--- src/rtl/div_pkg.sv ---
// Shared definitions for the sequential restoring divider: FSM state codes,
// counter sizing helper and the divide-by-zero quotient constant.
package div_pkg;

  localparam logic [1:0] IDLE = 2'd0;
  localparam logic [1:0] CALC = 2'd1;
  localparam logic [1:0] FIN  = 2'd2;

  localparam int DIV_MAX_W = 64;
  localparam logic [DIV_MAX_W-1:0] DIV_ZERO_Q = '1;

  function automatic int clog2(input int value);
    int bits;
    bits = 0;
    for (int v = value - 1; v > 0; v = v >> 1) bits++;
    return bits;
  endfunction

endpackage

--- src/rtl/div_step.sv ---
// One combinational restoring-division step: shift in a dividend bit,
// trial-subtract the divisor and keep the difference when it does not borrow.
module div_step #(
  parameter int WIDTH = 32
) (
  input  logic [WIDTH-1:0] rem,
  input  logic             bit_in,
  input  logic [WIDTH-1:0] divisor,
  output logic [WIDTH-1:0] rem_next,
  output logic             q_bit
);

  logic [WIDTH:0] trial;

  // The trial value is one bit wider than the divisor, so the compare never overflows.
  assign trial    = {rem, bit_in};
  assign q_bit    = (trial >= {1'b0, divisor});
  assign rem_next = q_bit ? (trial[WIDTH-1:0] - divisor) : trial[WIDTH-1:0];

endmodule

--- src/rtl/seq_divider.sv ---
// Multi-cycle restoring divider, one quotient bit per clock, start/done handshake.
// Define DIV_SIGNED_EN for two's-complement operands (magnitude divide plus sign fix-up).
module seq_divider
  import div_pkg::*;
#(
  parameter int WIDTH = 32
) (
  input  logic             clk,
  input  logic             rst,
  input  logic             start,
  input  logic [WIDTH-1:0] dividend,
  input  logic [WIDTH-1:0] divisor,
  output logic             busy,
  output logic             done,
  output logic [WIDTH-1:0] quotient,
  output logic [WIDTH-1:0] remainder,
  output logic             div_by_zero
);

  localparam int CNT_W = (clog2(WIDTH) < 1) ? 1 : clog2(WIDTH);

  logic [1:0]       state, state_nxt;
  logic [CNT_W-1:0] cnt;
  logic [WIDTH-1:0] rem_work, dvd_work, dsr_work;
  logic [WIDTH-1:0] rem_step;
  logic             q_bit;
  logic [WIDTH-1:0] dvd_in, dsr_in;
  logic [WIDTH-1:0] q_mag, r_mag, q_fix, r_fix;
  logic             accept, last_step, zero_div;

  assign zero_div  = (divisor == '0);
  assign accept    = (state == IDLE) && start;
  assign last_step = (state == CALC) && (cnt == '0);

  div_step #(.WIDTH(WIDTH)) u_step (
    .rem      (rem_work),
    .bit_in   (dvd_work[WIDTH-1]),
    .divisor  (dsr_work),
    .rem_next (rem_step),
    .q_bit    (q_bit)
  );

  // Quotient bits shift into the vacated low end of the dividend register.
  assign q_mag = {dvd_work[WIDTH-2:0], q_bit};
  assign r_mag = rem_step;

`ifdef DIV_SIGNED_EN
  function automatic logic [WIDTH-1:0] apply_sign(input logic [WIDTH-1:0] mag,
                                                  input logic             neg);
    return neg ? (~mag + WIDTH'(1)) : mag;
  endfunction

  logic signed [WIDTH-1:0] dividend_s, divisor_s;
  logic                    neg_q, neg_r;

  assign dividend_s = dividend;
  assign divisor_s  = divisor;
  assign dvd_in     = apply_sign(dividend, dividend_s < 0);
  assign dsr_in     = apply_sign(divisor, divisor_s < 0);
  // MIN / -1 falls out naturally: magnitude 2^(W-1) negated wraps back to MIN.
  assign q_fix      = apply_sign(q_mag, neg_q);
  assign r_fix      = apply_sign(r_mag, neg_r);

  always_ff @(posedge clk) begin
    if (accept) begin
      neg_q <= (dividend_s < 0) ^ (divisor_s < 0);
      neg_r <= (dividend_s < 0);
    end
  end
`else
  assign dvd_in = dividend;
  assign dsr_in = divisor;
  assign q_fix  = q_mag;
  assign r_fix  = r_mag;
`endif

  always_ff @(posedge clk or posedge rst) begin
    if (rst) state <= IDLE;
    else     state <= state_nxt;
  end

  always_comb begin
    state_nxt = state;
    case (state)
      IDLE:    if (start) state_nxt = zero_div ? FIN : CALC;
      CALC:    if (cnt == '0) state_nxt = FIN;
      FIN:     state_nxt = IDLE;
      default: state_nxt = IDLE;
    endcase
  end

  always_comb begin
    busy = (state == CALC) || (state == FIN);
    done = (state == FIN);
  end

  // Working registers carry no reset; they are always reloaded on acceptance.
  always_ff @(posedge clk) begin
    if (accept) begin
      rem_work <= '0;
      dvd_work <= dvd_in;
      dsr_work <= dsr_in;
    end else if (state == CALC) begin
      rem_work <= rem_step;
      dvd_work <= q_mag;
    end
  end

  always_ff @(posedge clk or posedge rst) begin
    if (rst) begin
      cnt         <= '0;
      quotient    <= '0;
      remainder   <= '0;
      div_by_zero <= 1'b0;
    end else if (accept) begin
      cnt         <= CNT_W'(WIDTH - 1);
      div_by_zero <= zero_div;
      if (zero_div) begin
        quotient  <= DIV_ZERO_Q[WIDTH-1:0];
        remainder <= dividend;
      end
    end else if (state == CALC) begin
      cnt <= cnt - CNT_W'(1);
      if (last_step) begin
        quotient  <= q_fix;
        remainder <= r_fix;
      end
    end
  end

endmodule

--- config.mk ---
export PLATFORM = sky130hd
export DESIGN_NAME = seq_divider
export DESIGN_NICKNAME = d
export VERILOG_FILES = /design/src/rtl/div_pkg.sv /design/src/rtl/div_step.sv /design/src/rtl/seq_divider.sv
export SDC_FILE = /design/constraint.sdc
export NUM_CORES = 1
export LEC_CHECK = 0
export CAP_MARGIN = 25
export CELL_PAD_IN_SITES_DETAIL_PLACEMENT = 1
export CELL_PAD_IN_SITES_GLOBAL_PLACEMENT = 1
export CORE_MARGIN = 1
export CORE_UTILIZATION = 40
export DETAILED_ROUTE_END_ITERATION = 12
export GPL_ROUTABILITY_DRIVEN = 0
export GPL_TIMING_DRIVEN = 0
export PLACE_DENSITY_LB_ADDON = 0.1
export SLEW_MARGIN = 20
export SYNTH_ARGS = -nofsm -noshare
export SYNTH_HDL_FRONTEND = slang
export SYNTH_SLANG_ARGS = --single-unit
--- constraint.sdc ---
create_clock -name clk -period 5.2 [get_ports clk]
set_input_delay 1.04 -clock clk [delete_from_list [all_inputs] [get_ports clk]]
set_output_delay 1.04 -clock clk [all_outputs]
set_load 0.1 [all_outputs]
==> results of run 1 <==
==> flip-flops by register name, summed over array words and instances (netlist names) <==
name / count
remainder: 32
rem_work: 32
dvd_work: 32
quotient: 32
state: 2
cnt: 5
div_by_zero: 1
dsr_work: 32
==> cells in the mapped netlist (all sizes together), types with 14 or more instances <==
| library cell | instances | area, µm² |
|---|---|---|
| clkbuf | 39 | 146.4 |
| xnor2 | 20 | 175.2 |
| inv | 49 | 183.9 |
| a31oi | 23 | 143.9 |
| nand2 | 177 | 680.7 |
| a21o | 14 | 105.1 |
| ha | 37 | 462.9 |
| dfxtp | 32 | 640.6 |
| nor3 | 22 | 121.4 |
| o22a | 35 | 306.5 |
| edfxtp | 64 | 1922 |
| a21oi | 68 | 340.3 |
| o21ai | 68 | 351.6 |
| dfrtp | 72 | 1802 |
| nor2 | 37 | 146.4 |
==> power by group through the flow <==
stage / Clock, µW / Sequential (µW) / Combinational (µW)
2_1_floorplan: 0 / 1960 / 2330
3_3_place_gp: 0 / 2060 / 3200
3_5_place_dp: 0 / 2070 / 3280
4_1_cts: 1270 / 2040 / 3310
5_1_grt: 1320 / 2080 / 3670
6_report: 1260 / 2050 / 3340
==> logic make-up after synthesis <==
group / Yosys count / share of synthesized area
and+or+nand+nor: 304 / 0.1553
buffers and inverters: 100 / 0.04574
adders and majority gates: 38 / 0.05416
xor gates and xnor gates: 30 / 0.02947
muxes: 10 / 0.01123
AOI/OAI and AO/OA: 284 / 0.2147
DFF: 168 / 0.4894
==> per-layer routing <==
| metal | track usage | vias to the layer above | wire [µm] |
|---|---|---|---|
| li1 | - | 3705 | - |
| met4 | 0.07450 | 0 | 495 |
| met5 | 0 | - | 0 |
| met2 | 0.4251 | 205 | 13240 |
| met3 | 0.03193 | 32 | 1258 |
| met1 | 0.3652 | 3835 | 13610 |
==> layout make-up <==
cell class / count / share of cell area
Buffer: 51 / 0.02002
Clock buffer: 17 / 0.03781
Clock inverter: 15 / 0.01401
Inverter: 49 / 0.01657
Multi-Input combinational cell: 666 / 0.3696
Sequential cell: 168 / 0.3879
Tap cell: 280 / 0.03114
Timing Repair Buffer: 136 / 0.1230
==> worst reg2reg max path, delay by kind of cell (launching register included) <==
kind,cells,cell delay [ns]
AO/OA/AOI/OAI,7,2.06
AND/OR/NAND/NOR,2,0.49
flip-flops,1,0.44
adder cells (fa/ha/maj),1,0.33
buffers and inverters,1,0.20
==> through the flow <==
step / utilization / power [µW] / hold slack, ns / setup slack (ns) / cell area (µm²)
after global routing: 0.5155 / 7063 / 0.5071 / 0.8926 / 11250
after global placement: 0.4857 / 5258 / 0.4536 / 0.2732 / 10600
after detailed placement: 0.4888 / 5344 / 0.4705 / 0.5995 / 10670
after CTS: 0.5155 / 6622 / 0.4863 / 1.052 / 11250
after floorplan: - / 4287 / 0.4748 / 1.997 / 8917
final: 0.5155 / 6646 / 0.4834 / 1.100 / 11250
==> worst paths after layout <==
path,endpoint,slack (ns),cells after the start
worst max-delay path,remainder[8],1.10,10
worst min-delay path,remainder[8],0.48,2
worst max register to register,remainder[19],1.56,11
worst min register to register,remainder[8],0.48,2
max in group asynchronous,remainder[15],3.70,3
min in group asynchronous,quotient[27],0.94,2
==> metrics.md, run 1 <==
| Metric | Value |
|---|---|
| Die height | `151.3 µm` |
| Synth Flop Type | `dfrtp_1` |
| Die area | `22890 µm²` |
| Syn-to-layout area delta | `26.17%` |
| VDD IR max | `0.0002195 V` |
| Vias in the first global route | `7879` |
| DR vias/cell | `5.627` |
| Diode count | `0` |
| CP peak stage delay | `0.76 ns` |
| Netlist cell types | `70` |
| # DRC | `0` |
| Syn_nets | `1039` |
| Hold_sp | `remainder[8]` |
| Critical path's slowest cell | `nor4_2` |
| Rel. slew slack | `0.2948` |
| Layout Skew | `0.01053 ns` |
| Total congestion overflow | `0` |
| Setup Crit Path Kind | `in -> reg` |
| NumNets Final | `1194` |
| CP bufs+invs | `3` |
| Logic pwr share | `0.503` |
| Setup TNS | `0 ns` |
| Fin. max-slew vios | `0` |
| H-Tree Depth | `4` |
| ANT nets after route | `0` |
| TritonCTS clock tree | `done` |
| Commonest non-fill, non-tap cells in the layout | `nand2_1 (176), clkdlybuf4s50_1 (133), dfrtp_1 (72), a21oi_1 (68), edfxtp_1 (64)` |
| Post-CTS resize count | `0` |
| Ys async rst share | `0.4286` |
| CP Cell Sequence | `clkdlybuf4s50_1 -> nor4_1 -> nand2_1 -> nor4_2 -> nand2_1 -> nand2_1 -> clkbuf_1 -> buf_1 -> o311ai_0 -> nand2_1` |
| Most Frequent Cell on Critical Path | `nand2_1` |
| Int Pwr | `3559 µW` |
| Count of final setup violators | `0` |
| Share of layout cells above drive strength 1 | `0.05263` |
| WL/cell | `20.69 µm` |
| Register bit total from synthesis | `168` |
| FILL cells | `2480` |
| Row count | `54` |
| Starting Density | `0.4086` |
| Clk Latency, worst-skew pair | `0.44 ns` |
| Synth Cell Area | `8917 µm²` |
| Core area | `21820 µm²` |
| Hold_buf cts | `0` |
| RSZ-0062 raised after global routing | `false` |
| Final hold violation count | `0` |
| Clock sinks | `168` |
| Post-CTS Setup Repair Bufs | `0` |
| Highest achievable clock rate | `243.9 MHz` |
| Clock Tree Buf Depth | `2` |
| Static Leak | `0.004704 µW` |
| Clk slew on worst S/H paths | `0.07 ns` |
| 1st-iter DRT viols | `374` |
| Multi-input logic area | `4158 µm²` |
| Initial antenna violation count | `0` |
| Worst Max-Slew Pin Slew | `1.055 ns` |
| Post-Syn Instances | `934` |
| CP arrival | `4.47 ns` |
| First-pass GRT wire length | `44.82 mm` |
| Vias | `7777` |
| Port Buf Inserts | `133` |
| YS warnings | `0` |
| Hold WC Path Type | `reg -> reg` |
| Psw | `3088 µW` |
| Most common cell after layout, fill and taps aside | `nand2_1` |
| Num CTS Buffers | `17` |
| Chip Width | `151.3 µm` |
| DRT Wirelength | `28.60 mm` |
| Required time worst endpoint | `5.57 ns` |
| Layout Cells excl Fill | `1382` |
| Register area | `4364 µm²` |
| Seq/Total Area, Yosys | `0.4894` |
| Crit start category | `input port` |
| Max-cap violation count | `0` |
| Cell count after placement | `1350` |
| Sequential share of power | `0.308` |
| Fin crit period | `4.100 ns` |
| Final period util | `0.7885` |
| GRT Total Usage | `0.2619` |
| Post-synth EDFFs | `64` |
| Initial DRT Pass Iterations | `5` |
| Post-DP HPWL | `22.09 mm` |
| Pin count of the biggest net entering global routing | `47` |
| Crit path max-delay family | `simple AND/OR/NAND/NOR gates` |
| Synth Area per Inst | `9.547 µm²` |
| Power per Cell Area | `590.7 nW/µm²` |
| Root Buffer | `clkbuf_16` |
| Clock Power Share | `0.190` |
| CP max FO | `10` |
| Critical Path End Type | `flip-flop` |
| Sw Ratio | `0.4645` |
| Crit Reg-Reg Startpoint | `rem_work[2]` |
| Ports | `134` |
| Status | `finished, final reports clean` |
| Worst setup path start | `divisor[29]` |
No activity file was read; power rests on OpenSTA's default activity.
==> inputs of run 2 (changes only) <==
Clock period 5.2 ns to 3.9 ns, I/O delays scaled along.
==> run 2 against run 1 <==
Net effect: sequential power up 33%; sequential cell count did not move; design area about the same; worst setup slack lost 0.84 ns; critical path type is now reg -> reg; largest cell class unchanged.
==> metrics.md, run 2 (synthesis gave the netlist of run 1 again) <==
| Metric | Value |
|---|---|
| TritonCTS clock tree | `done` |
| RSZ-0062 raised after global routing | `false` |
| Initial DRT Pass Iterations | `5` |
| Vias | `7784` |
| Final core utilization | `0.5159` |
| Crit start category | `flip-flop` |
| Commonest non-fill, non-tap cells in the layout | `nand2_1 (176), clkdlybuf4s50_1 (133), dfrtp_1 (72), a21oi_1 (68), edfxtp_1 (64)` |
| NumNets Final | `1194` |
| Num CTS Buffers | `17` |
| Crit path max-delay family | `compound AO/OA/AOI/OAI gates` |
| Static Leak | `0.004721 µW` |
| Share of layout cells above drive strength 1 | `0.05263` |
| Critical path's slowest cell | `o21ai_0` |
| Rel. slew slack | `0.2948` |
| ANT nets after route | `0` |
| Post-DP HPWL | `22.09 mm` |
| Post-CTS Setup Repair Bufs | `0` |
| Fin. max-slew vios | `0` |
| Pin count of the biggest net entering global routing | `47` |
| DRT Wirelength | `28.59 mm` |
| Starting Density | `0.4086` |
| Most common cell after layout, fill and taps aside | `nand2_1` |
| Layout Skew | `0.01059 ns` |
| Die area | `22890 µm²` |
| Die height | `151.3 µm` |
| CP max FO | `10` |
| Port Buf Inserts | `133` |
| CP bufs+invs | `1` |
| Setup TNS | `0 ns` |
| Highest achievable clock rate | `274.4 MHz` |
| Most Frequent Cell on Critical Path | `a21oi_1` |
| VDD IR max | `0.0002927 V` |
| Worst R2R Setup Slack | `0.26 ns` |
| CP Cell Sequence | `ha_1 -> a21o_1 -> a21oi_1 -> a2111oi_4 -> nor3_4 -> o31ai_4 -> o21ai_4 -> nand2_8 -> buf_12 -> o21ai_0 -> a21oi_1` |
| CP arrival | `3.94 ns` |
| Initial antenna violation count | `0` |
| Core area | `21820 µm²` |
| Hold_ws | `0.4834 ns` |
| Critical Path End Type | `flip-flop` |
| Layout Cells excl Fill | `1382` |
| # DRC | `0` |
| H-Tree Depth | `4` |
| Diode count | `0` |
| Ports | `134` |
| GRT Total Usage | `0.2619` |
| Root Buffer | `clkbuf_16` |
| Chip Width | `151.3 µm` |
| FILL cells | `2479` |
| Setup Crit Path Kind | `reg -> reg` |
| Fin crit period | `3.644 ns` |
| CP peak stage delay | `0.55 ns` |
| Clk slew on worst S/H paths | `0.07 ns` |
| First-pass GRT wire length | `44.82 mm` |
| Clk Latency, worst-skew pair | `0.44 ns` |
| DR vias/cell | `5.632` |
| WL/cell | `20.69 µm` |
| Final hold violation count | `0` |
| Place WS | `-0.4405 ns` |
| Fin worst setup slack | `0.2558 ns` |
| Power per Cell Area | `786.9 nW/µm²` |
| Vias in the first global route | `7879` |
| Status | `finished, final reports clean` |
| Cell count after placement | `1350` |
| Hold WC Path Type | `reg -> reg` |
| Required time worst endpoint | `4.20 ns` |
| Syn-to-layout area delta | `26.27%` |
| 1st-iter DRT viols | `372` |
| Worst Max-Slew Pin Slew | `1.055 ns` |
| Row count | `54` |
| Total congestion overflow | `0` |
| Final period util | `0.9344` |
| Count of final setup violators | `0` |
| Max-cap violation count | `0` |
| Clock sinks | `168` |
| Clock Tree Buf Depth | `2` |
==> run 2: cell types whose count changed in the layout (fill, tap and decap cells not counted) <==
| cell | change |
|---|---|
| nor4_4 | +1 |
| nor4_2 | -1 |
==> run 2: per-stage QoR <==
step,total power [µW],cell area [µm²]
after floorplan,5716,8917
after global placement,7011,10600
after detailed placement,7126,10670
after CTS,8830,11250
after global routing,9417,11260
final,8860,11260
==> run 2: worst reg2reg max path: stages (launching register included) <==
cell	delay, ns
dfxtp_1	0.44
ha_1	0.33
a21o_1	0.20
a21oi_1	0.41
a2111oi_4	0.16
nor3_4	0.32
o31ai_4	0.21
o21ai_4	0.38
nand2_8	0.17
buf_12	0.20
o21ai_0	0.56
a21oi_1	0.15
==> run 2: repair_timing <==
action                                  4_1_cts  5_1_grt
hold buffers                                  0        0
endpoints found under the setup margin        0        2
resized for setup                             0        1
==> run 2: worst paths after layout <==
check	cells after the start	endpoint	start
worst min register to register	2	remainder[8]	remainder[8]
worst max register to register	11	remainder[19]	rem_work[2]
max in group asynchronous	3	remainder[15]	rst
min in group asynchronous	2	quotient[27]	rst
worst min-delay path	2	remainder[8]	remainder[8]
worst max-delay path	11	remainder[19]	rem_work[2]
==> run 2: power by group <==
part	internal, µW	switching (µW)	total [µW]	leakage (µW)
Clock	855	824	1680	0.000282
Combinational	1500	2950	4450	0.00258
Sequential	2390	340	2730	0.00186
Total	4750	4120	8860	0.00472
==> run 2: cell type report <==
cell class | count | area (µm²) | area share
sequential | 168 | 4364 | 0.3876
inverter | 49 | 186.4 | 0.01656
timing repair buffer | 136 | 1384 | 0.1229
tap | 280 | 350.3 | 0.03111
clock inverter | 15 | 157.7 | 0.01400
multi-input combinational | 666 | 4167 | 0.3700
clock buffer | 17 | 425.4 | 0.03778
buffer | 51 | 225.2 | 0.02000
==> run 2: routing by layer <==
layer  vias up  routed length [µm]  global-route usage
met5         -                   0                   0
met4         0                 495             0.07450
met3        32                1282             0.03193
met2       208               13230              0.4251
met1      3838               13590              0.3652
li1       3706                   -                   -
